$ cat config.mk
export PLATFORM = sky130hd
export DESIGN_NAME = rr_arbiter32
export DESIGN_NICKNAME = d
export VERILOG_FILES = /design/src/rtl/arb_pkg.sv /design/src/rtl/rr_pick32.sv /design/src/rtl/rr_arbiter32.sv
export SDC_FILE = /design/constraint.sdc
export NUM_CORES = 1
export LEC_CHECK = 0
export BUFFER_PORTS_ARGS = -buffer_cell sky130_fd_sc_hd__clkbuf_2
export CAP_MARGIN = 20
export CORE_MARGIN = 2
export CORE_UTILIZATION = 55
export CTS_BUF_LIST = sky130_fd_sc_hd__clkbuf_16
export CTS_CLUSTER_DIAMETER = 50
export DETAILED_ROUTE_END_ITERATION = 12
export GPL_TIMING_DRIVEN = 0
export PLACE_DENSITY = 0.82
export SYNTH_ARGS = -nofsm -noshare
export SYNTH_HDL_FRONTEND = slang
export SYNTH_HIERARCHICAL = 1
export SYNTH_SLANG_ARGS = --single-unit
$ cat constraint.sdc
create_clock -name clk -period 7.59 [get_ports clk]
set_clock_uncertainty 0.2 [all_clocks]
set_input_delay 0.3795 -clock clk [delete_from_list [all_inputs] [get_ports clk]]
set_output_delay 0.3795 -clock clk [all_outputs]
set_load 0.02 [all_outputs]
$ cat src/rtl/arb_pkg.sv
// Shared arbiter types: requester count, index width, FSM states, one-hot encoder.
// Latency: n/a (types and a pure combinational function only).
// Backpressure: n/a.
package arb_pkg;

    localparam int NREQ  = 32;
    localparam int IDX_W = 5;

    typedef enum logic [1:0] {
        IDLE    = 2'd0,
        GRANT   = 2'd1,
        RELEASE = 2'd2
    } arb_state_t;

    // Encodes a one-hot (or zero) vector to its bit index; zero encodes to 0.
    function automatic logic [IDX_W-1:0] onehot_to_idx(input logic [NREQ-1:0] oh);
        logic [IDX_W-1:0] idx;
        idx = '0;
        for (int i = 0; i < NREQ; i++) begin
            if (oh[i]) begin
                idx = idx | IDX_W'(i);
            end
        end
        return idx;
    endfunction

endpackage

$ cat src/rtl/rr_pick32.sv
// Round-robin winner pick: first set req bit at or above ptr, wrapping 31->0.
// Latency: purely combinational, 0 cycles.
// Backpressure: none; the caller decides when the pick is consumed.
module rr_pick32
    import arb_pkg::*;
(
    input  logic [NREQ-1:0]  req,
    input  logic [IDX_W-1:0] ptr,
    output logic             any,
    output logic [NREQ-1:0]  win_onehot,
    output logic [IDX_W-1:0] win_idx
);

    logic [NREQ-1:0] masked;
    logic [NREQ-1:0] sel;

    // Prefer requesters at or above ptr; fall back to the full vector to wrap around.
    always_comb begin
        masked     = req & ({NREQ{1'b1}} << ptr);
        sel        = (|masked) ? masked : req;
        win_onehot = sel & (~sel + 1'b1);
        win_idx    = onehot_to_idx(win_onehot);
        any        = |req;
    end

endmodule

$ cat src/rtl/rr_arbiter32.sv
// 32-way round-robin arbiter with registered one-hot grant and binary index; optional watchdog under ARB_TIMEOUT_EN.
// Latency: 1 cycle from req seen in IDLE to grant; release takes a 1-cycle bubble (3-cycle minimum grant spacing).
// Backpressure: owner holds grant until done or withdraws its req (or watchdog revokes it); other reqs wait.
module rr_arbiter32
    import arb_pkg::*;
#(
    parameter int MAX_HOLD = 255,
    parameter int CNT_W    = 16
) (
    input  logic             clk,
    input  logic             rst,
    input  logic [NREQ-1:0]  req,
    input  logic             done,
    output logic [NREQ-1:0]  grant,
    output logic [IDX_W-1:0] grant_idx,
    output logic             grant_valid,
    output logic             timeout
);

    // A counter too narrow for MAX_HOLD would never reach the limit.
    if (CNT_W < $clog2(MAX_HOLD + 1)) begin : g_cnt_w_check
        $error("rr_arbiter32: CNT_W too narrow for MAX_HOLD");
    end

    arb_state_t       state;
    logic [IDX_W-1:0] ptr;
    logic             pick_any;
    logic [NREQ-1:0]  pick_onehot;
    logic [IDX_W-1:0] pick_idx;
    logic             release_req;
    logic             revoke;

    rr_pick32 u_pick (
        .req        (req),
        .ptr        (ptr),
        .any        (pick_any),
        .win_onehot (pick_onehot),
        .win_idx    (pick_idx)
    );

    // done and a withdrawn owner request collapse into one release.
    assign release_req = done | ~req[grant_idx];

`ifdef ARB_TIMEOUT_EN
    logic [CNT_W-1:0] hold_cnt;

    // Limit hits on the MAX_HOLD-th GRANT cycle (count starts at 0 on entry).
    assign revoke = (hold_cnt == CNT_W'(MAX_HOLD - 1));

    // Hold counter runs only in GRANT; timeout pulses when the watchdog, not the owner, ends the grant.
    always_ff @(posedge clk or posedge rst) begin
        if (rst) begin
            hold_cnt <= '0;
            timeout  <= 1'b0;
        end else begin
            timeout  <= (state == GRANT) && revoke && !release_req;
            hold_cnt <= (state == GRANT) ? hold_cnt + 1'b1 : '0;
        end
    end
`else
    assign revoke  = 1'b0;
    assign timeout = 1'b0;
`endif

    // Arbitration FSM with registered grant outputs and the round-robin pointer.
    always_ff @(posedge clk or posedge rst) begin
        if (rst) begin
            state       <= IDLE;
            ptr         <= '0;
            grant       <= '0;
            grant_idx   <= '0;
            grant_valid <= 1'b0;
        end else begin
            case (state)
                IDLE: begin
                    if (pick_any) begin
                        grant       <= pick_onehot;
                        grant_idx   <= pick_idx;
                        grant_valid <= 1'b1;
                        state       <= GRANT;
                    end
                end
                GRANT: begin
                    if (release_req || revoke) begin
                        // Owner drops to lowest priority; 5-bit add wraps 31->0.
                        ptr         <= grant_idx + 1'b1;
                        grant       <= '0;
                        grant_idx   <= '0;
                        grant_valid <= 1'b0;
                        state       <= RELEASE;
                    end
                end
                RELEASE: begin
                    state <= IDLE;
                end
                default: begin
                    state <= IDLE;
                end
            endcase
        end
    end

endmodule

==> results of run 1 <==
## worst max-delay path, cell delays in order (launching register included)
cell       delay [ns]
dfrtp_1          0.43
buf_2            0.27
nand2_1          0.21
and3_1           0.26
or4_1            0.54
or2_2            0.40
nor3_4           0.43
o21a_1           0.22
and3b_1          0.23
nor3_1           0.32
o2111ai_1        0.25
or4_1            0.47
nand2_1          0.07
o21ai_0          0.09
## logic make-up (layout without fill, tap and decap cells)
kind of cell / after synthesis / count (layout) / share of synthesized area
AND/OR/NAND/NOR: 240 / 240 / 0.3054
AO/OA/AOI/OAI: 165 / 165 / 0.2817
buffers and inverters: 52 / 134 / 0.06220
flip-flops: 45 / 45 / 0.2813
multiplexers: 19 / 19 / 0.05877
XOR/XNOR: 3 / 3 / 0.006566
adder cells (fa/ha/maj): 1 / 1 / 0.003125
other: 1 / 1 / 0.0009369
## cells in the final DEF, fill, tap and decap left out, types with 6 or more instances in the layout
cell	synthesis	routed
nand2_1	100	100
o21ai_1	18	18
mux2i_1	10	10
nor2b_1	6	6
clkbuf_1	12	12
nor2_1	41	41
or4_1	6	6
and2_1	6	6
clkbuf_2	0	72
buf_4	6	6
nand3_1	9	9
o21ai_0	40	40
o211ai_1	9	9
buf_2	13	13
dfrtp_1	45	45
nand2b_1	8	8
a31oi_1	6	6
nor4_1	10	10
nand4_1	7	7
a21oi_1	24	24
o22ai_1	6	6
nor3_1	12	12
inv_1	18	18
## per-layer routing
metal | wire length, µm | vias up | track usage
met1 | 6221 | 2182 | 0.5201
met5 | 0 | - | 0
met3 | 1497 | 65 | 0.06371
li1 | - | 2089 | -
met2 | 6616 | 321 | 0.5832
met4 | 876 | 0 | 0.2239
## power by group
part	internal [mW]	leakage, nW	switching, mW
Clock	0.121	0.0672	0.0993
Combinational	0.268	1.35	0.567
Sequential	0.283	0.609	0.0411
## area by class of cell
type	count	area (µm²)
clock inverters	3	18.77
multi-input cells	429	2628
plain buffers	33	177.7
fillers	660	2476
repair buffers	74	390.4
well taps	99	123.9
flip-flops and latches	45	1126
inverters	19	71.32
clock buffers	5	125.1
## through the flow
stage / utilization / setup slack [ns]
after floorplan: - / 4.037
after global placement: 0.6287 / 3.210
after detailed placement: 0.6287 / 3.231
after CTS: 0.6488 / 3.237
after global routing: 0.6531 / 2.878
final: 0.6531 / 3.079
## synthesized netlist by cell type (4+ instances only)
cell	instances
nor3b_1	4
nand2b_1	8
a32oi_1	5
a21oi_1	24
nor3_1	12
buf_2	13
o21ai_0	40
o211ai_1	9
clkbuf_1	12
or4_1	6
nand3_1	9
and3_1	5
mux2i_1	10
nand2_1	100
mux2_1	5
nor4_1	10
a31oi_1	6
o22ai_1	6
o2111ai_1	4
o21ai_1	18
buf_4	6
dfrtp_1	45
or3_1	5
o21a_1	5
nor2b_1	6
and2_1	6
inv_1	18
nand4_1	7
nor2_1	41
## registers in the layout (all words and copies together), names as in the netlist
register / count
ptr: 5
grant_valid: 1
grant_idx: 5
state: 2
grant: 32
## final timing paths
| check | startpoint | endpoint |
|---|---|---|
| hold / removal | done | state[0]$_DFFE_PP0P_ |
| setup reg to reg | ptr[3]$_DFFE_PP0P_ | grant_idx[0]$_DFFE_PP0P_ |
| hold reg to reg | ptr[4]$_DFFE_PP0P_ | ptr[4]$_DFFE_PP0P_ |
| min in group asynchronous | rst | grant[15]$_DFFE_PP0P_ |
| max in group asynchronous | rst | grant[1]$_DFFE_PP0P_ |
| setup / recovery | ptr[3]$_DFFE_PP0P_ | grant_idx[0]$_DFFE_PP0P_ |
==> metrics.md, run 1 <==
| Metric | Value |
|---|---|
| Final #Nets | `643` |
| Reg2reg setup slack | `3.08 ns` |
| Worst hold path stage count | `2` |
| Placed Area | `4487 µm²` |
| CTS tree | `done` |
| Slew Limit Fails | `0` |
| WL per Instance | `21.52 µm` |
| Clock transition at path regs | `0.07 ns` |
| Largest net degree at the start of global routing | `46` |
| Worst slew pin tran | `0.7711 ns` |
| Crit Path Max Fanout | `10` |
| DPL Wire Length | `11770 µm` |
| Layout Cells excl Fill | `707` |
| Core outline area | `7137 µm²` |
| N_diodes | `0` |
| Inserted Clock Buffers | `5` |
| GPL Wtd Cong | `1.030` |
| Fin crit period | `4.511 ns` |
| # rows | `31` |
| Nature of the critical path endpoint | `flop` |
| Remaining global-route overflow | `0` |
| Via Count | `4657` |
| Fin Setup TNS | `0 ns` |
| Residual DRC | `0` |
| Tot GR Track Use | `0.3856` |
| Data required, critical path | `7.56 ns` |
| Critical Setup Path Class | `flop to flop` |
| CTS Sinks | `45` |
| FFs w/ async S/R, synth | `1.000` |
| Post-route ant nets | `0` |
| Max cap viols | `0` |
| Post-Synthesis Cell Area | `4003 µm²` |
| Initial antenna violation count | `0` |
| Initial Util | `0.5608` |
| Max Freq | `221.7 MHz` |
| Cell taking the most area after synthesis | `dfrtp_1` |
| CTS Buffer Depth | `2` |
| Die Y | `89.31 µm` |
| Die width | `89.31 µm` |
| Post-synth EDFFs | `0` |
| Tot Pwr | `1.379 mW` |
| Slew Limit Headroom | `0.4812` |
| Vias per Instance | `6.587` |
| Worst R2R Path Depth | `13` |
| Gate Count Post-Synth | `526` |
| Proportion of layout cells with a drive suffix above 1 | `0.2171` |
| I/O pins | `74` |
| CTS resizes | `0` |
| Port bufs | `72` |
| Hold_ws | `0.09338 ns` |
| Critical Path Start Type | `flop` |
| Synthesized area per cell | `7.609 µm²` |
| Postcts setup bufs | `0` |
| Outcome | `completed` |
| Most used DFF post-synth | `dfrtp_1` |
| Worst min-delay path class | `primary input to flop` |
| P_leak | `2.023 nW` |
| Worst-Skew Late Latency | `0.29 ns` |
| Synth cell types | `84` |
| P&R area growth vs syn | `16.44%` |
| Crit path DAT | `4.48 ns` |
| Final non-filler cell area | `4661 µm²` |
| DRT iter0 DRCs | `623` |
| Yosys synthesis warning count | `6` |
| Share of the synthesized area in the top cell type | `0.2813` |
| CTS root buf | `clkbuf_16` |
| Vias in the first global route | `4201` |
| Total die area | `7975 µm²` |
| Setup violators final | `0` |
| First-pass GRT wire length | `22840 µm` |
| Post-CTS Hold Fix Bufs | `0` |
| H-tree Lvls | `2` |
| Placed cells | `697` |
| Final Hold Violating Endpoints | `0` |
| Syn_nets | `562` |
| Post-route clock period utilization | `0.5944` |
| RSZ-0062 raised after global routing | `no` |
| Router iterations before antenna repair | `5` |
| Sequential area share after synthesis | `0.2813` |
| Flops & latches, synth | `45` |
| Top post-synthesis cells by area | `dfrtp_1, nand2_1, o21ai_0, nor2_1, a21oi_1` |
| Power Dens Cells | `296.0 nW/µm²` |
| DRT Wirelength | `15210 µm` |
| Max VDD drop | `236.6 µV` |
Note: power is estimated with default switching activity, not from simulation.
==> run 2: changes to the inputs <==
ABC_AREA = 1   (was unset)
clock period = 4.5 ns   (was 7.59 ns; I/O delays follow)
==> run 2 against run 1 <==
Against the previous run: synthesized cell count up 34%; clock-buffer cell count unchanged; sequential share of layout area is 0.43 points lower; critical path depth is 9 higher; register-to-register slack got worse by 2.2 ns; largest power group unchanged; worst setup slack got worse by 2.2 ns; design area up 1.8%; wire length is 10% lower; global-route usage down 4.5 points; cell count rose by 25%.
==> metrics.md, run 2 <==
| Metric | Value |
|---|---|
| Max cap viols | `0` |
| Register name with the most flops | `grant` |
| Outcome | `completed` |
| Hold Crit Start | `done` |
| FFs w/ async S/R, synth | `1.000` |
| Postcts setup bufs | `0` |
| Tot GR Track Use | `0.3409` |
| Post-Synthesis Cell Area | `4100 µm²` |
| CTS root buf | `clkbuf_16` |
| Slew Limit Fails | `0` |
| Nature of the critical path endpoint | `flop` |
| Most used DFF post-synth | `dfrtp_1` |
| CTS tree | `done` |
| H-tree Lvls | `2` |
| GPL Wtd Cong | `0.9732` |
| Reg2reg setup slack | `0.83 ns` |
| CP max-delay cell | `dfrtp_1` |
| Flops & latches, synth | `45` |
| P_leak | `2.823 nW` |
| Total die area | `8161 µm²` |
| Tot Pwr | `2.044 mW` |
| Largest register FFs | `32` |
| Clock share of power | `0.186` |
| Internal power | `1.004 mW` |
| Post-route ant nets | `0` |
| Fin crit period | `3.667 ns` |
| Router iterations before antenna repair | `6` |
| First-pass GRT wire length | `22530 µm` |
| Vias per Instance | `5.561` |
| Remaining global-route overflow | `0` |
| Worst-Skew Late Latency | `0.29 ns` |
| Final #Nets | `823` |
| Core outline area | `7253 µm²` |
| Post-CTS Hold Fix Bufs | `1` |
| Reg2reg start | `ptr[0]$_DFFE_PP0P_` |
| Commonest cells after routing, fill and taps aside | `nand2_1, nand3_1, nor2_1` |
| Gate Count Post-Synth | `707` |
| Setup violators final | `0` |
| Most numerous cell in the Yosys netlist | `nand2_1` |
| NetSw | `1.040 mW` |
| Commonest non-fill, non-tap cell in the layout | `nand2_1` |
| CTS Buffer Depth | `2` |
| Combinational fraction of design power | `0.555` |
| Worst Hold End | `state[0]$_DFFE_PP0P_` |
| Crit path DAT | `3.64 ns` |
| Proportion of layout cells with a drive suffix above 1 | `0.1726` |
| Post-synth EDFFs | `0` |
| Die width | `90.34 µm` |
| Vias in the first global route | `4719` |
| DPL Wire Length | `10850 µm` |
| Share of the synthesized area in the top cell type | `0.2746` |
| Crit Path Max Fanout | `10` |
| Data required, critical path | `4.47 ns` |
| Yosys synthesis warning count | `6` |
| Worst min-delay path class | `primary input to flop` |
| # rows | `31` |
| Top post-synthesis cells by area | `dfrtp_1, nand2_1, nand3_1, nor2_1, inv_1` |
| RR Endpoint | `grant_idx[4]$_DFFE_PP0P_` |
| Residual DRC | `0` |
| Synthesized area per cell | `5.799 µm²` |
| Slew Limit Headroom | `0.3818` |
| Initial Util | `0.5653` |
| CTS resizes | `0` |
| Synth cell types | `33` |
| Slowest stage delay, CP | `0.56 ns` |
| Crit path cell chain | `nand2_2 > nand2_1 > nand2_1 > nand2_1 > nand2_1 > nor2_1 > nand2_1 > nor2_2 > buf_2 > nand3_1 > nand2_1 > nor2_1 > nand2_2 > nor2_4 > nand2_1 > nor2_1 > nor2_1 > nand2_1 > nor2_1 > nand2_1 > nand2_1 > nand2_1` |
| CTS Sinks | `45` |
| CP dominant cell by count | `nand2_1` |
| Cell taking the most area after synthesis | `dfrtp_1` |
| Final Hold Violating Endpoints | `0` |
| Clock transition at path regs | `0.07 ns` |
| DRT Wirelength | `13690 µm` |
| I/O pins | `74` |
| Die Y | `90.34 µm` |
| Power Dens Cells | `430.9 nW/µm²` |
| Max VDD drop | `275.7 µV` |
| Synth cell count leaders | `nand2_1, nand3_1, nor2_1, inv_1, dfrtp_1` |
| Worst slew pin tran | `0.9259 ns` |
| Fin Setup TNS | `0 ns` |
| RSZ-0062 raised after global routing | `no` |
| Max Freq | `272.7 MHz` |
| DRT iter0 DRCs | `560` |
| Sequential area share after synthesis | `0.2746` |
| P&R area growth vs syn | `15.72%` |
| Via Count | `4933` |
| Inserted Clock Buffers | `5` |
| Largest regs | `grant: 32 flops, grant_idx: 5 flops, ptr: 5 flops` |
| Largest net degree at the start of global routing | `46` |
| Critical Path Start Type | `flop` |
| Net Sw Frac | `0.5087` |
| Worst R2R Path Depth | `22` |
| Worst hold path stage count | `4` |
| Critical Setup Path Class | `flop to flop` |
| N_diodes | `0` |
| Syn_nets | `743` |
| Reg power frac | `0.259` |
| WL per Instance | `15.43 µm` |
| Initial antenna violation count | `0` |
| Post-route clock period utilization | `0.8149` |
| Port bufs | `72` |
-- run 2: cell types whose count changed in the layout (fill, tap and decap cells not counted), sizes merged, moves of 10 or more --
| cell | before | now |
|---|---|---|
| a21oi | 25 | 10 |
| inv | 20 | 87 |
| mux2i | 10 | 0 |
| nand2 | 100 | 268 |
| nand3 | 11 | 120 |
| nor2 | 42 | 101 |
| nor3 | 13 | 3 |
| o211ai | 10 | 0 |
| o21ai | 59 | 16 |
-- run 2: how the worst max path moves through the flow --
| stage | start | slack, ns | end | cells past startpoint |
|---|---|---|---|---|
| 2_1_floorplan | ptr[4]$_DFFE_PP0P_ | 1.89 | grant_idx[1]$_DFFE_PP0P_ | 21 |
| 3_3_place_gp | ptr[1]$_DFFE_PP0P_ | 1.11 | grant_idx[3]$_DFFE_PP0P_ | 23 |
| 3_5_place_dp | ptr[1]$_DFFE_PP0P_ | 1.10 | grant_idx[4]$_DFFE_PP0P_ | 23 |
| 4_1_cts | ptr[1]$_DFFE_PP0P_ | 1.04 | grant_idx[4]$_DFFE_PP0P_ | 23 |
| 5_1_grt | ptr[1]$_DFFE_PP0P_ | 0.57 | grant_idx[3]$_DFFE_PP0P_ | 23 |
| 6_report | ptr[0]$_DFFE_PP0P_ | 0.83 | grant_idx[4]$_DFFE_PP0P_ | 22 |
-- run 2: cells by family after synthesis --
group	count (synthesis)	synth area share
xor gates and xnor gates	3	0.006409
buffers and inverters	112	0.1215
and+or+nand+nor	516	0.5536
AOI/OAI and AO/OA	29	0.03998
adders and majority gates	1	0.003051
DFF	45	0.2746
other	1	0.0009146
-- run 2: metal layers --
layer | global-route usage | up-vias | part of all wire
met2 | 0.5733 | 279 | 0.46
met3 | 0.08598 | 47 | 0.10
met1 | 0.4327 | 2217 | 0.41
met5 | 0 | - | 0
li1 | - | 2390 | -
met4 | 0.1026 | 0 | 0.030
-- run 2: worst max-delay path, delay by kind of cell, from the launching register on --
| kind | cells | cell delay (ns) |
|---|---|---|
| buffers and inverters | 1 | 0.30 |
| DFF | 1 | 0.56 |
| and+or+nand+nor | 21 | 2.47 |
-- run 2: power by group through the flow --
| stage | clock network [mW] | registers [mW] | logic [mW] |
|---|---|---|---|
| global placement | 0 | 0.531 | 1.07 |
| CTS | 0.382 | 0.528 | 1.10 |
| detailed placement | 0 | 0.534 | 1.09 |
| global route | 0.397 | 0.536 | 1.24 |
| floorplan | 0 | 0.568 | 0.739 |
| finish | 0.381 | 0.529 | 1.13 |
-- run 2: cell type report --
class	instances	area, µm²
multi-input combinational	550	2476
timing repair buffer	73	370.4
tap	99	123.9
fill	693	2509
sequential	45	1126
inverter	86	322.8
buffer	26	175.2
clock buffer	5	125.1
clock inverter	3	25.02
-- run 2: stage by stage --
step | util | hold WS [ns] | std cells | worst slack (ns) | instance area [µm²]
after floorplan | - | 0.2309 | 707 | 1.887 | 4100
after global placement | 0.6321 | 0.2604 | 878 | 1.115 | 4584
after detailed placement | 0.6321 | 0.2629 | 878 | 1.096 | 4584
after CTS | 0.6541 | 0.1234 | 887 | 1.036 | 4745
after global routing | 0.6541 | 0.1678 | 887 | 0.5743 | 4745
final | 0.6541 | 0.1522 | 887 | 0.8329 | 4745
==> run 3: changes to the inputs <==
clock period = 3.7 ns   (was 4.5 ns; I/O delays follow)
==> run 3 against run 2 <==
Against the previous run: combinational power is 22% higher; non-clock buffer count stayed put; design area is 0.53% higher.
==> metrics.md, run 3 (synthesis results as in run 2) <==
| Metric | Value |
|---|---|
| Outcome | `completed` |
| Max Freq | `288.4 MHz` |
| CTS tree | `done` |
| WL per Instance | `15.35 µm` |
| Register name with the most flops | `grant` |
| Hold Crit Start | `done` |
| Buf/Inv on CP | `3` |
| P&R area growth vs syn | `16.33%` |
| NetSw | `1.265 mW` |
| Residual DRC | `0` |
| Post-route clock period utilization | `0.9373` |
| CP max-delay cell | `dfrtp_1` |
| First-pass GRT wire length | `22530 µm` |
| Net Sw Frac | `0.5077` |
| Commonest cells after routing, fill and taps aside | `nand2_1, nand3_1, nor2_1` |
| Crit Path Max Fanout | `10` |
| Final WS setup | `0.2321 ns` |
| Reg2reg setup slack | `0.23 ns` |
| GPL Wtd Cong | `0.9732` |
| Hold_ws | `0.1159 ns` |
| I/O pins | `74` |
| Core outline area | `7253 µm²` |
| Fin crit period | `3.468 ns` |
| Placed Area | `4584 µm²` |
| Vias per Instance | `5.590` |
| Final Hold Violating Endpoints | `0` |
| Tot GR Track Use | `0.3409` |
| Setup violators final | `0` |
| # rows | `31` |
| Router iterations before antenna repair | `7` |
| Layout Cells excl Fill | `887` |
| Nature of the critical path endpoint | `flop` |
| Post-route ant nets | `0` |
| Remaining global-route overflow | `0` |
| Via Count | `4958` |
| Placed cells | `878` |
| Tot Pwr | `2.492 mW` |
| Total die area | `8161 µm²` |
| Port bufs | `72` |
| H-tree Lvls | `2` |
| Crit path cell chain | `clkbuf_4 > nand2_2 > nand2_1 > nand2_1 > nand2_1 > nand2_1 > nor2_1 > nand2_1 > nor2_4 > buf_4 > nand3_1 > nand2_1 > nor2_1 > nand2_1 > nor2_1 > nand3_2 > nor2_2 > inv_1 > nand2_1 > nor2_1 > nand3_1 > nand2_1 > nand2_1` |
| Commonest non-fill, non-tap cell in the layout | `nand2_1` |
| Largest register FFs | `32` |
| Data required, critical path | `3.73 ns` |
| Max VDD drop | `336.2 µV` |
| Die width | `90.34 µm` |
| Slew Limit Headroom | `0.3812` |
| DRT iter0 DRCs | `466` |
| Largest regs | `grant: 32 flops, grant_idx: 5 flops, ptr: 5 flops` |
| Reg power frac | `0.260` |
| N_diodes | `0` |
| Worst-Skew Late Latency | `0.29 ns` |
| Initial antenna violation count | `0` |
| Reg2reg start | `ptr[1]$_DFFE_PP0P_` |
| Fin Setup TNS | `0 ns` |
| P_leak | `2.824 nW` |
| Final Util | `0.6576` |
| Inserted Clock Buffers | `5` |
| Combinational fraction of design power | `0.556` |
| Die Y | `90.34 µm` |
| Worst min-delay path class | `primary input to flop` |
| Top delay family on crit path | `simple AND/OR/NAND/NOR gates` |
| Clock transition at path regs | `0.07 ns` |
| Slew Limit Fails | `0` |
| DRT Wirelength | `13610 µm` |
| Crit path DAT | `3.50 ns` |
| Power Dens Cells | `522.5 nW/µm²` |
| Max cap viols | `0` |
| DP Worst Slack | `0.2956 ns` |
| CTS Buffer Depth | `2` |
| Final #Nets | `823` |
| Internal power | `1.227 mW` |
| CP dominant cell by count | `nand2_1` |
| Vias in the first global route | `4719` |
| Slowest stage delay, CP | `0.40 ns` |
| Critical Path Start Type | `flop` |
| CTS Sinks | `45` |
| Largest net degree at the start of global routing | `46` |
| CTS root buf | `clkbuf_16` |
| Worst slew pin tran | `0.9269 ns` |
| RSZ-0062 raised after global routing | `no` |
| Final non-filler cell area | `4770 µm²` |
| DPL Wire Length | `10850 µm` |
| Critical Setup Path Class | `flop to flop` |
| Proportion of layout cells with a drive suffix above 1 | `0.1802` |
| Crit path launch | `ptr[1]$_DFFE_PP0P_` |
| Initial Util | `0.5653` |
| Clock share of power | `0.185` |
| Layout fillers | `689` |
## run 3: cell types whose count changed in the layout (fill, tap and decap cells not counted), sizes merged
cell / delta
buf: -1
clkbuf: +1
## run 3: final timing paths
check / to / depth (start not counted)
setup / recovery: grant_idx[2]$_DFFE_PP0P_ / 23
hold / removal: state[0]$_DFFE_PP0P_ / 4
setup reg to reg: grant_idx[2]$_DFFE_PP0P_ / 23
hold reg to reg: grant_valid$_DFFE_PP0P_ / 2
max in group asynchronous: ptr[0]$_DFFE_PP0P_ / 3
min in group asynchronous: grant[6]$_DFFE_PP0P_ / 3
## run 3: area by class of cell
cell class	count	area (µm²)	area share
Tap cell	99	123.9	0.02597
Sequential cell	45	1127	0.2364
Multi-Input combinational cell	550	2495	0.5231
Timing Repair Buffer	73	370.4	0.07765
Clock inverter	3	25.02	0.005247
Clock buffer	5	125.1	0.02623
Inverter	86	322.8	0.06768
Buffer	26	180.2	0.03778
## run 3: per-layer routing
| layer | share of wire | GRT usage | wire (µm) | up-vias |
|---|---|---|---|---|
| li1 | - | - | - | 2391 |
| met1 | 0.41 | 0.4327 | 5546 | 2236 |
| met2 | 0.46 | 0.5733 | 6243 | 280 |
| met3 | 0.10 | 0.08598 | 1399 | 51 |
| met4 | 0.031 | 0.1026 | 425 | 0 |
| met5 | 0 | 0 | 0 | - |
## run 3: power by group through the flow
stage                     Combinational (mW)  Sequential (mW)  Clock, mW
after floorplan                        0.898            0.691          0
after global placement                  1.30            0.646          0
after detailed placement                1.33            0.649          0
after CTS                               1.34            0.642      0.464
after global routing                    1.52            0.655      0.483
final                                   1.38            0.647      0.461
## run 3: worst register-to-register path: cells and delay by family, from the launching register on
| family | cells | cell delay [ns] |
|---|---|---|
| buf+inv | 3 | 0.47 |
| flops | 1 | 0.40 |
| simple gates | 20 | 2.32 |
## run 3: repair_timing
item	in CTS	in global routing
resized for setup	0	10
setup endpoints to repair	0	4
endpoints found under the hold margin	45	0
buffers inserted	0	0
hold buffers	1	0
